### src/rtl/sdram_sched_if.sv
// Scheduler-facing bundle: the client read/write port plus the four sub-engine req/fin pairs,
// the latched address/data going to the engines and the DRAM pin-mux select.
interface sdram_sched_if;
  // Handshakes: a client holds irdreq/iwrreq (address/data stable) until its one-cycle
  // ordack/owrack; the scheduler holds an engine o*_req level until it samples that engine's
  // one-cycle i*_fin, and drops the req on the following cycle.
  logic        irdreq;
  logic        iwrreq;
  logic [12:0] irow;
  logic [9:0]  icolumn;
  logic [1:0]  ibank;
  logic [15:0] iwdata;
  logic        ordack;
  logic [15:0] ordata;
  logic        owrack;
  logic        oready;
  logic        oerr;
  logic        oinit_req;
  logic        oref_req;
  logic        ord_req;
  logic        owr_req;
  logic        iinit_fin;
  logic        iref_fin;
  logic        ird_fin;
  logic        iwr_fin;
  logic [15:0] ieng_data;
  logic [12:0] orow;
  logic [9:0]  ocolumn;
  logic [1:0]  obank;
  logic [15:0] owdata;
  logic [1:0]  osel;
  logic [2:0]  dbg_state;

  modport slave (
    input  irdreq, iwrreq, irow, icolumn, ibank, iwdata,
    input  iinit_fin, iref_fin, ird_fin, iwr_fin, ieng_data,
    output ordack, ordata, owrack, oready, oerr,
    output oinit_req, oref_req, ord_req, owr_req,
    output orow, ocolumn, obank, owdata, osel, dbg_state
  );

  modport master (
    output irdreq, iwrreq, irow, icolumn, ibank, iwdata,
    output iinit_fin, iref_fin, ird_fin, iwr_fin, ieng_data,
    input  ordack, ordata, owrack, oready, oerr,
    input  oinit_req, oref_req, ord_req, owr_req,
    input  orow, ocolumn, obank, owdata, osel, dbg_state
  );
endinterface

### src/rtl/sdram_sched.sv
// SDRAM command scheduler: sequences init/refresh/read/write engines, arbitrates the client
// read and write ports round-robin, and gives periodic refresh priority over client traffic.
module sdram_sched #(
  parameter int REF_INTERVAL = 780,
  parameter int TIMEOUT      = 1023
) (
  input logic          iclk,
  input logic          ireset,
  sdram_sched_if.slave bus
);
  localparam int RW = $clog2(REF_INTERVAL);
  localparam int TW = $clog2(TIMEOUT + 1);
  localparam logic [RW-1:0] REF_RELOAD = RW'(REF_INTERVAL - 1);

  typedef enum logic [2:0] {
    S_INIT_START = 3'd0,
    S_INIT       = 3'd1,
    S_IDLE       = 3'd2,
    S_REF        = 3'd3,
    S_RD         = 3'd4,
    S_WR         = 3'd5,
    S_ACK        = 3'd6
  } state_t;

  state_t        state;
  logic [RW-1:0] ref_cnt;
  logic          ref_pend;
  logic          last_wr;
  logic [TW-1:0] to_cnt;

  logic ref_take, ref_tick, eng_busy, eng_fin, timed_out;

  assign ref_take  = (state == S_IDLE) && ref_pend;
  assign ref_tick  = bus.oready && (ref_cnt == '0);
  assign eng_busy  = state inside {S_INIT, S_REF, S_RD, S_WR};
  assign eng_fin   = ((state == S_INIT) && bus.iinit_fin) || ((state == S_REF) && bus.iref_fin) ||
                     ((state == S_RD) && bus.ird_fin)     || ((state == S_WR) && bus.iwr_fin);
  assign timed_out = eng_busy && (to_cnt == TW'(TIMEOUT - 1)) && !eng_fin;
  assign bus.dbg_state = state;

  always_ff @(posedge iclk) begin
    if (ireset) begin
      state         <= S_INIT_START;
      ref_cnt       <= REF_RELOAD;
      ref_pend      <= 1'b0;
      last_wr       <= 1'b1;
      to_cnt        <= '0;
      bus.ordack    <= 1'b0;
      bus.owrack    <= 1'b0;
      bus.oready    <= 1'b0;
      bus.oerr      <= 1'b0;
      bus.oinit_req <= 1'b0;
      bus.oref_req  <= 1'b0;
      bus.ord_req   <= 1'b0;
      bus.owr_req   <= 1'b0;
      bus.osel      <= 2'd0;
      bus.orow      <= '0;
      bus.ocolumn   <= '0;
      bus.obank     <= '0;
      bus.owdata    <= '0;
      bus.ordata    <= '0;
    end else begin
      bus.ordack <= 1'b0;
      bus.owrack <= 1'b0;
      to_cnt     <= to_cnt + 1'b1;

      // A tick while the previous refresh is still unserved is a missed refresh.
      if (bus.oready) ref_cnt <= ref_tick ? REF_RELOAD : ref_cnt - 1'b1;
      if (ref_tick && ref_pend && !ref_take) bus.oerr <= 1'b1;
      ref_pend <= (ref_pend && !ref_take) || ref_tick;

      case (state)
        S_INIT_START: begin
          state         <= S_INIT;
          bus.oinit_req <= 1'b1;
          bus.osel      <= 2'd0;
          to_cnt        <= '0;
        end
        S_INIT: if (bus.iinit_fin) begin
          bus.oinit_req <= 1'b0;
          bus.oready    <= 1'b1;
          state         <= S_IDLE;
        end
        S_IDLE: begin
          to_cnt <= '0;
          if (ref_pend) begin
            state        <= S_REF;
            bus.oref_req <= 1'b1;
            bus.osel     <= 2'd1;
          end else if (bus.irdreq && (!bus.iwrreq || last_wr)) begin
            bus.orow    <= bus.irow;
            bus.ocolumn <= bus.icolumn;
            bus.obank   <= bus.ibank;
            last_wr     <= 1'b0;
            state       <= S_RD;
            bus.ord_req <= 1'b1;
            bus.osel    <= 2'd2;
          end else if (bus.iwrreq) begin
            bus.orow    <= bus.irow;
            bus.ocolumn <= bus.icolumn;
            bus.obank   <= bus.ibank;
            bus.owdata  <= bus.iwdata;
            last_wr     <= 1'b1;
            state       <= S_WR;
            bus.owr_req <= 1'b1;
            bus.osel    <= 2'd3;
          end
        end
        S_REF: if (bus.iref_fin) begin
          bus.oref_req <= 1'b0;
          state        <= S_IDLE;
        end
        S_RD: if (bus.ird_fin) begin
          bus.ord_req <= 1'b0;
          bus.ordata  <= bus.ieng_data;
          bus.ordack  <= 1'b1;
          state       <= S_ACK;
        end
        S_WR: if (bus.iwr_fin) begin
          bus.owr_req <= 1'b0;
          bus.owrack  <= 1'b1;
          state       <= S_ACK;
        end
        S_ACK:   state <= S_IDLE;
        default: state <= S_INIT_START;
      endcase

      // A stuck engine forces a full re-init; the aborted access is never acknowledged.
      if (timed_out) begin
        bus.oerr      <= 1'b1;
        bus.oready    <= 1'b0;
        bus.oinit_req <= 1'b0;
        bus.oref_req  <= 1'b0;
        bus.ord_req   <= 1'b0;
        bus.owr_req   <= 1'b0;
        ref_pend      <= 1'b0;
        ref_cnt       <= REF_RELOAD;
        state         <= S_INIT_START;
      end
    end
  end
endmodule

### src/flat_wrapper.sv
// flat-port wrapper written by rule: the top's interface ports become plain ports
module sdram_sched_flat 
#(
  parameter int REF_INTERVAL = 780,
  parameter int TIMEOUT      = 1023
)
  (iclk, ireset, bus_irdreq, bus_iwrreq, bus_irow, bus_icolumn, bus_ibank, bus_iwdata, bus_iinit_fin, bus_iref_fin, bus_ird_fin, bus_iwr_fin, bus_ieng_data, bus_ordack, bus_ordata, bus_owrack, bus_oready, bus_oerr, bus_oinit_req, bus_oref_req, bus_ord_req, bus_owr_req, bus_orow, bus_ocolumn, bus_obank, bus_owdata, bus_osel, bus_dbg_state);
  sdram_sched_if bus_i ();
  input logic iclk;
  input logic ireset;
  input wire logic [$bits(bus_i.irdreq)-1:0] bus_irdreq;
  input wire logic [$bits(bus_i.iwrreq)-1:0] bus_iwrreq;
  input wire logic [$bits(bus_i.irow)-1:0] bus_irow;
  input wire logic [$bits(bus_i.icolumn)-1:0] bus_icolumn;
  input wire logic [$bits(bus_i.ibank)-1:0] bus_ibank;
  input wire logic [$bits(bus_i.iwdata)-1:0] bus_iwdata;
  input wire logic [$bits(bus_i.iinit_fin)-1:0] bus_iinit_fin;
  input wire logic [$bits(bus_i.iref_fin)-1:0] bus_iref_fin;
  input wire logic [$bits(bus_i.ird_fin)-1:0] bus_ird_fin;
  input wire logic [$bits(bus_i.iwr_fin)-1:0] bus_iwr_fin;
  input wire logic [$bits(bus_i.ieng_data)-1:0] bus_ieng_data;
  output wire logic [$bits(bus_i.ordack)-1:0] bus_ordack;
  output wire logic [$bits(bus_i.ordata)-1:0] bus_ordata;
  output wire logic [$bits(bus_i.owrack)-1:0] bus_owrack;
  output wire logic [$bits(bus_i.oready)-1:0] bus_oready;
  output wire logic [$bits(bus_i.oerr)-1:0] bus_oerr;
  output wire logic [$bits(bus_i.oinit_req)-1:0] bus_oinit_req;
  output wire logic [$bits(bus_i.oref_req)-1:0] bus_oref_req;
  output wire logic [$bits(bus_i.ord_req)-1:0] bus_ord_req;
  output wire logic [$bits(bus_i.owr_req)-1:0] bus_owr_req;
  output wire logic [$bits(bus_i.orow)-1:0] bus_orow;
  output wire logic [$bits(bus_i.ocolumn)-1:0] bus_ocolumn;
  output wire logic [$bits(bus_i.obank)-1:0] bus_obank;
  output wire logic [$bits(bus_i.owdata)-1:0] bus_owdata;
  output wire logic [$bits(bus_i.osel)-1:0] bus_osel;
  output wire logic [$bits(bus_i.dbg_state)-1:0] bus_dbg_state;
  assign bus_i.irdreq = bus_irdreq;
  assign bus_i.iwrreq = bus_iwrreq;
  assign bus_i.irow = bus_irow;
  assign bus_i.icolumn = bus_icolumn;
  assign bus_i.ibank = bus_ibank;
  assign bus_i.iwdata = bus_iwdata;
  assign bus_i.iinit_fin = bus_iinit_fin;
  assign bus_i.iref_fin = bus_iref_fin;
  assign bus_i.ird_fin = bus_ird_fin;
  assign bus_i.iwr_fin = bus_iwr_fin;
  assign bus_i.ieng_data = bus_ieng_data;
  assign bus_ordack = bus_i.ordack;
  assign bus_ordata = bus_i.ordata;
  assign bus_owrack = bus_i.owrack;
  assign bus_oready = bus_i.oready;
  assign bus_oerr = bus_i.oerr;
  assign bus_oinit_req = bus_i.oinit_req;
  assign bus_oref_req = bus_i.oref_req;
  assign bus_ord_req = bus_i.ord_req;
  assign bus_owr_req = bus_i.owr_req;
  assign bus_orow = bus_i.orow;
  assign bus_ocolumn = bus_i.ocolumn;
  assign bus_obank = bus_i.obank;
  assign bus_owdata = bus_i.owdata;
  assign bus_osel = bus_i.osel;
  assign bus_dbg_state = bus_i.dbg_state;
  sdram_sched #(.REF_INTERVAL(REF_INTERVAL), .TIMEOUT(TIMEOUT)) u_core (.iclk(iclk), .ireset(ireset), .bus(bus_i));
endmodule
### config.mk
export PLATFORM = sky130hd
export DESIGN_NAME = sdram_sched_flat
export DESIGN_NICKNAME = d
export VERILOG_FILES = /design/src/rtl/sdram_sched_if.sv /design/src/rtl/sdram_sched.sv /design/src/flat_wrapper.sv
export SDC_FILE = /design/constraint.sdc
export NUM_CORES = 1
export LEC_CHECK = 0
export BUFFER_PORTS_ARGS = -buffer_cell sky130_fd_sc_hd__buf_2
export CAP_MARGIN = 25
export CORE_MARGIN = 2
export CORE_UTILIZATION = 44
export DETAILED_ROUTE_END_ITERATION = 10
export PLACE_DENSITY = 0.72
export SYNTH_ARGS = -nofsm -noshare
export SYNTH_HDL_FRONTEND = slang
export SYNTH_SLANG_ARGS = --single-unit
### constraint.sdc
create_clock -name iclk -period 1.6 [get_ports iclk]
set_input_delay 0.16 -clock iclk [delete_from_list [all_inputs] [get_ports iclk]]
set_output_delay 0.16 -clock iclk [all_outputs]
set_load 0.01 [all_outputs]
==> impl_metrics.json, run 1 <==
{
  "gr-total-overflow": 0,
  "cts.path.max_buffers": 2,
  "multiInputGateArea_mm2": 0.001634,
  "clk_latency_ns": 0.36,
  "viasPerCell": 4.868,
  "grt_pass1_wl_um": 13630,
  "vias": 3320,
  "antenna_cells": 0,
  "syn_inst": 414,
  "syn2layout_area_growth_pct": 33.99,
  "min_from": "bus_ibank[1]",
  "die-area_mm2": 0.008957,
  "ys_seq_area_frac": 0.5095,
  "critPathLaunchType": "flop",
  "grt_max_degree": 43,
  "fin_crit_sh": 1.011,
  "ir_drop_v": 0.0006670,
  "globalplace.congestion": 0.8378,
  "grt_antenna_before_repair": 0,
  "drtAntennaViolNets": 0,
  "cts-root-buf": "clkbuf_8",
  "r2r_end": "u_core.bus.orow[11]",
  "hpwl_um": 6187,
  "hold_depth": 3,
  "final_common_cell": "buf_2",
  "drtIter0Drc": 129,
  "drive_above_1_share": 0.3570,
  "routed_wirelength_um": 8889,
  "syn_avg_cell_area_um2": 8.731,
  "failed_checks": "negative setup slack",
  "syn_nets": 483,
  "crit_path_max_fanout": 7,
  "design_area_mm2": 0.004843,
  "portBuffers": 134,
  "initial_core_util": 0.4467,
  "worst_pin_slew_ns": 0.4524,
  "dpl_cell_area_mm2": 0.004531,
  "fp.dieW_um": 94.64,
  "synth_top_cell_by_area": "dfxtp_1",
  "drcViolationCount": 0,
  "std_cell_rows": 33,
  "ys_seq_elements": 92,
  "final_cell_mix": "buf_2, nand2_1, dfxtp_1",
  "synth-async-reset-ratio": 0,
  "syn-cell-area_mm2": 0.003615,
  "rsz0062_at_grt": "true",
  "hold_path.class": "input pin to flop",
  "holdPathEnd": "u_core.bus.obank[1]",
  "p_leak_nw": 2.281,
  "cp-end-kind": "flop",
  "clkTransAtPathRegs_ns": 0.10,
  "grt.total_usage": 0.1913,
  "synth_edf_count": 0,
  "crit_arrival_ns": 1.84,
  "clock_skew_ns": 0.01253,
  "die_y_um": 94.64,
  "hold_viol": 0,
  "fill_cells": 756,
  "ios": 135,
  "post_drt_wl_per_cell_um": 13.03,
  "fmax_mhz": 618.2,
  "grt_pass1_vias": 2957,
  "required_ns": 1.82,
  "worst_slack_ns": -0.01757,
  "setup-violations-final": 5,
  "fp.coreArea_mm2": 0.008093,
  "synth_top_area_share": 0.5095,
  "pre_cts_ws_ns": -0.09543,
  "htreeDepth": 3,
  "crit_type": "flop to flop",
  "setup_tns_ns": -0.05735,
  "slew_headroom": 0.6984,
  "synth_area_leaders": "dfxtp_1, nand2_1, a21oi_1, mux2i_1, nor2_1",
  "fin_cells": 682,
  "ff2ff_path_depth": 5,
  "tritoncts": "built",
  "synthDistinctLibCells": 46,
  "clkSinkCount": 92,
  "worst-r2r-setup-slack_ns": -0.02,
  "p_per_area_mw_per_mm2": 962.8,
  "dp_cells": 659,
  "final_max_slew_viol_count": 0,
  "drv_cap": 0,
  "nets": 641,
  "fin_crit_ns": 1.618,
  "r2r_start": "u_core.bus.dbg_state[1]",
  "numCtsBuffers": 9,
  "yosysWarnings": 0,
  "regArea_mm2": 0.001851,
  "status": "finished, violations left",
  "firstDrtPassIters": 4,
  "synth-main-ff-cell": "dfxtp_1"
}
cells in the mapped netlist (2+ instances only):
master and n:
o21ai_0 8, clkbuf_1 10, xor2_1 8, buf_2 5, xnor2_1 7, dfxtp_1 92, a21o_1 2, nor2_1 39
a2bb2oi_1 2, or2_2 3, a21oi_1 50, inv_1 7, nand3_1 8, ha_1 4, nand2b_1 4, nor4b_1 2
a31oi_1 3, buf_6 6, buf_4 3, nand4b_1 2, nand3b_1 2, or3_1 5, nor3_1 9, nand2_1 93
mux2i_1 16, and3_1 4
layer usage:
metal | up-vias | track usage | part of all wire | routed length (µm)
met2 | 101 | 0.3079 | 0.47 | 4220
met3 | 14 | 0.04629 | 0.063 | 559
li1 | 1691 | - | - | -
met5 | - | 0 | 0 | 0
met1 | 1514 | 0.2439 | 0.44 | 3951
met4 | 0 | 0.08333 | 0.018 | 158
where the power goes:
group	total, mW	switching (mW)	internal (mW)
logic	0.661	0.340	0.321
registers	2.42	0.0509	2.37
clock network	1.58	0.841	0.737
cell type report:
cell class                      instances  area share
Clock inverter                          6     0.01472
Clock buffer                           10     0.02635
Inverter                                7    0.005425
Multi-Input combinational cell        291      0.3374
Tap cell                              105     0.02712
Sequential cell                        92      0.3821
Timing Repair Buffer                  171      0.2069
metrics by stage:
| stage | util | hold slack [ns] | total power [mW] |
|---|---|---|---|
| 2_1_floorplan | - | 0.2960 | 2.827 |
| 3_3_place_gp | 0.5598 | 0.3871 | 3.086 |
| 3_5_place_dp | 0.5598 | 0.3970 | 3.101 |
| 4_1_cts | 0.5891 | 0.009497 | 4.675 |
| 5_1_grt | 0.5985 | 0.01190 | 4.888 |
| 6_report | 0.5985 | 0.02117 | 4.663 |
flip-flops by register name (all words and copies together) (netlist names), 2 cells and up:
signal,cells
u_core.bus.ordata,16
u_core.bus.owdata,16
u_core.bus.dbg_state,3
u_core.bus.ocolumn,10
u_core.bus.orow,13
u_core.bus.obank,2
u_core.to_cnt,10
u_core.ref_cnt,10
u_core.bus.osel,2
how the worst max path moves through the flow:
stage | start | end | depth (start not counted)
floorplan | u_core.bus.dbg_state[0] | u_core.bus.owdata[0] | 7
global placement | u_core.to_cnt[0] | u_core.ref_cnt[8] | 8
detailed placement | u_core.to_cnt[0] | u_core.ref_cnt[3] | 8
CTS | u_core.bus.dbg_state[2] | u_core.bus.owdata[3] | 4
global route | u_core.ref_pend | u_core.bus.orow[12] | 5
finish | u_core.bus.dbg_state[1] | u_core.bus.orow[11] | 5
critical path: stages, from the launching register on:
cell and delay [ns]:
dfxtp_4 0.38, or4b_4 0.51, or2_4 0.30, clkbuf_16 0.18
nand2_1 0.06, a21oi_1 0.05
cell families (layout without fill, tap and decap cells):
group | after synthesis | in the layout | share of synthesized area
buf+inv | 32 | 194 | 0.05054
compound gates | 73 | 73 | 0.1118
xor+xnor | 15 | 15 | 0.03635
fa+ha+maj | 4 | 4 | 0.01385
simple gates | 181 | 182 | 0.2305
mux | 17 | 17 | 0.04742
flops | 92 | 92 | 0.5095
repair_timing:
| item | 4_1_cts | 5_1_grt |
|---|---|---|
| resized for setup | 6 | 7 |
| setup buffers | 3 | 1 |
| cloned | 0 | 3 |
| pin swaps | 6 | 1 |
| endpoints found under the setup margin | 48 | 74 |
| hold buffers | 0 | 0 |
Power figures use the tool's default switching activity.
==> run 2, diff against run 1 <==
--- a/config.mk
+++ b/config.mk
@@ -5,8 +5,8 @@
 export SDC_FILE = /design/constraint.sdc
 export NUM_CORES = 1
 export LEC_CHECK = 0
-export BUFFER_PORTS_ARGS = -buffer_cell sky130_fd_sc_hd__buf_2
-export CAP_MARGIN = 25
+export BUFFER_PORTS_ARGS = -buffer_cell sky130_fd_sc_hd__buf_4
+export CAP_MARGIN = 10
 export CORE_MARGIN = 2
 export CORE_UTILIZATION = 44
 export DETAILED_ROUTE_END_ITERATION = 10
==> run 2 against run 1 <==
Effect of this change:
- largest power group unchanged
- fmax increased by 0.93%
- hold slack improved by 0.015 ns
- highest routed layer unchanged
- non-clock buffer count decreased by 4
- clock skew increased by 0.0047 ns
- final area increased by 6.9%
- sequential share of layout area decreased by 2.4 points
- final cell count decreased by 0.59%
- combinational power increased by 8.3%
- clock power increased by 5%
- the run still ends with negative setup slack left
- sequential power about the same
- core utilization increased by 4.1 points
- via count decreased by 0.84%
==> impl_metrics.json, run 2 (synthesis results as in run 1) <==
{
  "routed_wirelength_um": 8934,
  "initial_core_util": 0.4467,
  "grt_pass1_wl_um": 13650,
  "dpl_cell_area_mm2": 0.004871,
  "clock_skew_ns": 0.01724,
  "ios": 135,
  "viasPerCell": 4.855,
  "max_stage_delay_ns": 0.37,
  "final_cell_mix": "buf_4, nand2_1, dfxtp_1",
  "rsz0062_at_grt": "true",
  "fin_crit_ns": 1.603,
  "status": "finished, violations left",
  "clkSinkCount": 92,
  "drive_above_1_share": 0.3613,
  "fin_crit_sh": 1.002,
  "p_int_mw": 3.558,
  "std_cell_rows": 33,
  "pre_cts_ws_ns": -0.1588,
  "path_cells": "buf_12, nand2b_4, a21o_1, a31o_1, buf_6, or3_1",
  "p_sw_frac": 0.2603,
  "grt_pass1_vias": 2961,
  "fp.dieW_um": 94.64,
  "p_leak_nw": 2.328,
  "drcViolationCount": 0,
  "cp-end-kind": "flop",
  "numCtsBuffers": 9,
  "post_drt_wl_per_cell_um": 13.18,
  "setup-violations-final": 1,
  "reg_top3": "u_core.bus.ordata x16, u_core.bus.owdata x16, u_core.bus.orow x13",
  "ir_drop_v": 0.0005324,
  "cts.path.max_buffers": 2,
  "post-route-util": 0.6399,
  "cp_top_family": "compound AO/OA/AOI/OAI gates",
  "worst_pin_slew_ns": 0.3558,
  "cts-root-buf": "clkbuf_8",
  "slew_headroom": 0.7628,
  "required_ns": 1.83,
  "fmax_mhz": 624.0,
  "htreeDepth": 3,
  "tritoncts": "built",
  "grt_antenna_before_repair": 0,
  "crit_arrival_ns": 1.83,
  "multiInputGateArea_mm2": 0.001655,
  "vias": 3292,
  "hpwl_um": 6399,
  "nets": 637,
  "cp_num_buf_inv": 2,
  "final_max_slew_viol_count": 0,
  "crit_path_max_fanout": 11,
  "crit_type": "flop to flop",
  "combPwrFrac": 0.149,
  "power_switching_mw": 1.252,
  "pwr-share-clk": 0.345,
  "die_y_um": 94.64,
  "hold_viol": 0,
  "portBuffers": 134,
  "critPathLaunchType": "flop",
  "antenna_cells": 0,
  "grt.total_usage": 0.1923,
  "drtIter0Drc": 112,
  "failed_checks": "negative setup slack",
  "fp.coreArea_mm2": 0.008093,
  "grt_max_degree": 34,
  "fill_cells": 715,
  "p_per_area_mw_per_mm2": 928.9,
  "worst_slack_ns": -0.002600,
  "globalplace.congestion": 0.7835,
  "hold_path.class": "input pin to flop",
  "gr-total-overflow": 0,
  "sequentialPowerShare": 0.506,
  "design_area_mm2": 0.005179,
  "syn2layout_area_growth_pct": 43.27,
  "drtAntennaViolNets": 0,
  "cts_hold_buf": 0,
  "drv_cap": 0,
  "regArea_mm2": 0.001852,
  "die-area_mm2": 0.008957,
  "clkTransAtPathRegs_ns": 0.11,
  "clk_latency_ns": 0.35,
  "critical_path.slowest_cell": "dfxtp_2",
  "firstDrtPassIters": 4,
  "final_common_cell": "buf_4",
  "fin_total_pwr_mw": 4.811
}
-- run 2: power by group through the flow --
stage	clock network, mW	logic [mW]	registers, mW
after global routing	1.79	0.785	2.45
after detailed placement	0	0.695	2.48
after floorplan	0	0.322	2.50
after global placement	0	0.685	2.48
after CTS	1.71	0.715	2.43
final	1.66	0.716	2.43
-- run 2: layout make-up --
type,instances,share of cell area
multi-input combinational,291,0.3196
sequential,92,0.3576
timing repair buffer,167,0.2508
clock inverter,6,0.01498
inverter,7,0.005074
clock buffer,10,0.02658
tap,105,0.02537
-- run 2: layer usage --
metal / part of all wire / global-route usage / vias up
li1: - / - / 1686
met1: 0.45 / 0.2486 / 1499
met2: 0.48 / 0.3109 / 101
met3: 0.058 / 0.04070 / 6
met4: 0.012 / 0.08213 / 0
met5: 0 / 0 / -
-- run 2: path summary, 6_finish.rpt --
kind | startpoint | to | slack (ns) | depth (start not counted)
min | bus_iwdata[14] | u_core.bus.owdata[14] | 0.04 | 3
max | u_core.bus.dbg_state[2] | u_core.ref_cnt[3] | -0.003 | 6
min reg2reg | u_core.bus.orow[10] | u_core.bus.orow[10] | 0.46 | 2
max reg2reg | u_core.bus.dbg_state[2] | u_core.ref_cnt[3] | -0.003 | 6
-- run 2: tightest hold or removal path, delay by kind of cell --
kind,cells,cell delay (ns)
multiplexers,1,0.05
buffers and inverters,1,0.07
AND/OR/NAND/NOR,1,0.07
-- run 2: timing repair --
item | 4_1_cts | 5_1_grt
setup endpoints to repair | 60 | 37
gates cloned | 1 | 0
setup buffers | 2 | 2
pin swaps | 1 | 6
gates resized for setup | 7 | 12
-- run 2: stage by stage --
| stage | setup TNS (ns) | cells | hold WS (ns) |
|---|---|---|---|
| 4_1_cts | -0.002157 | 677 | 0.02419 |
| 2_1_floorplan | -2.890 | 414 | 0.2960 |
| 3_3_place_gp | -3.583 | 658 | 0.3892 |
| 6_report | -0.002600 | 678 | 0.03655 |
| 3_5_place_dp | -6.207 | 658 | 0.4054 |
| 5_1_grt | -0.4761 | 678 | 0.02518 |
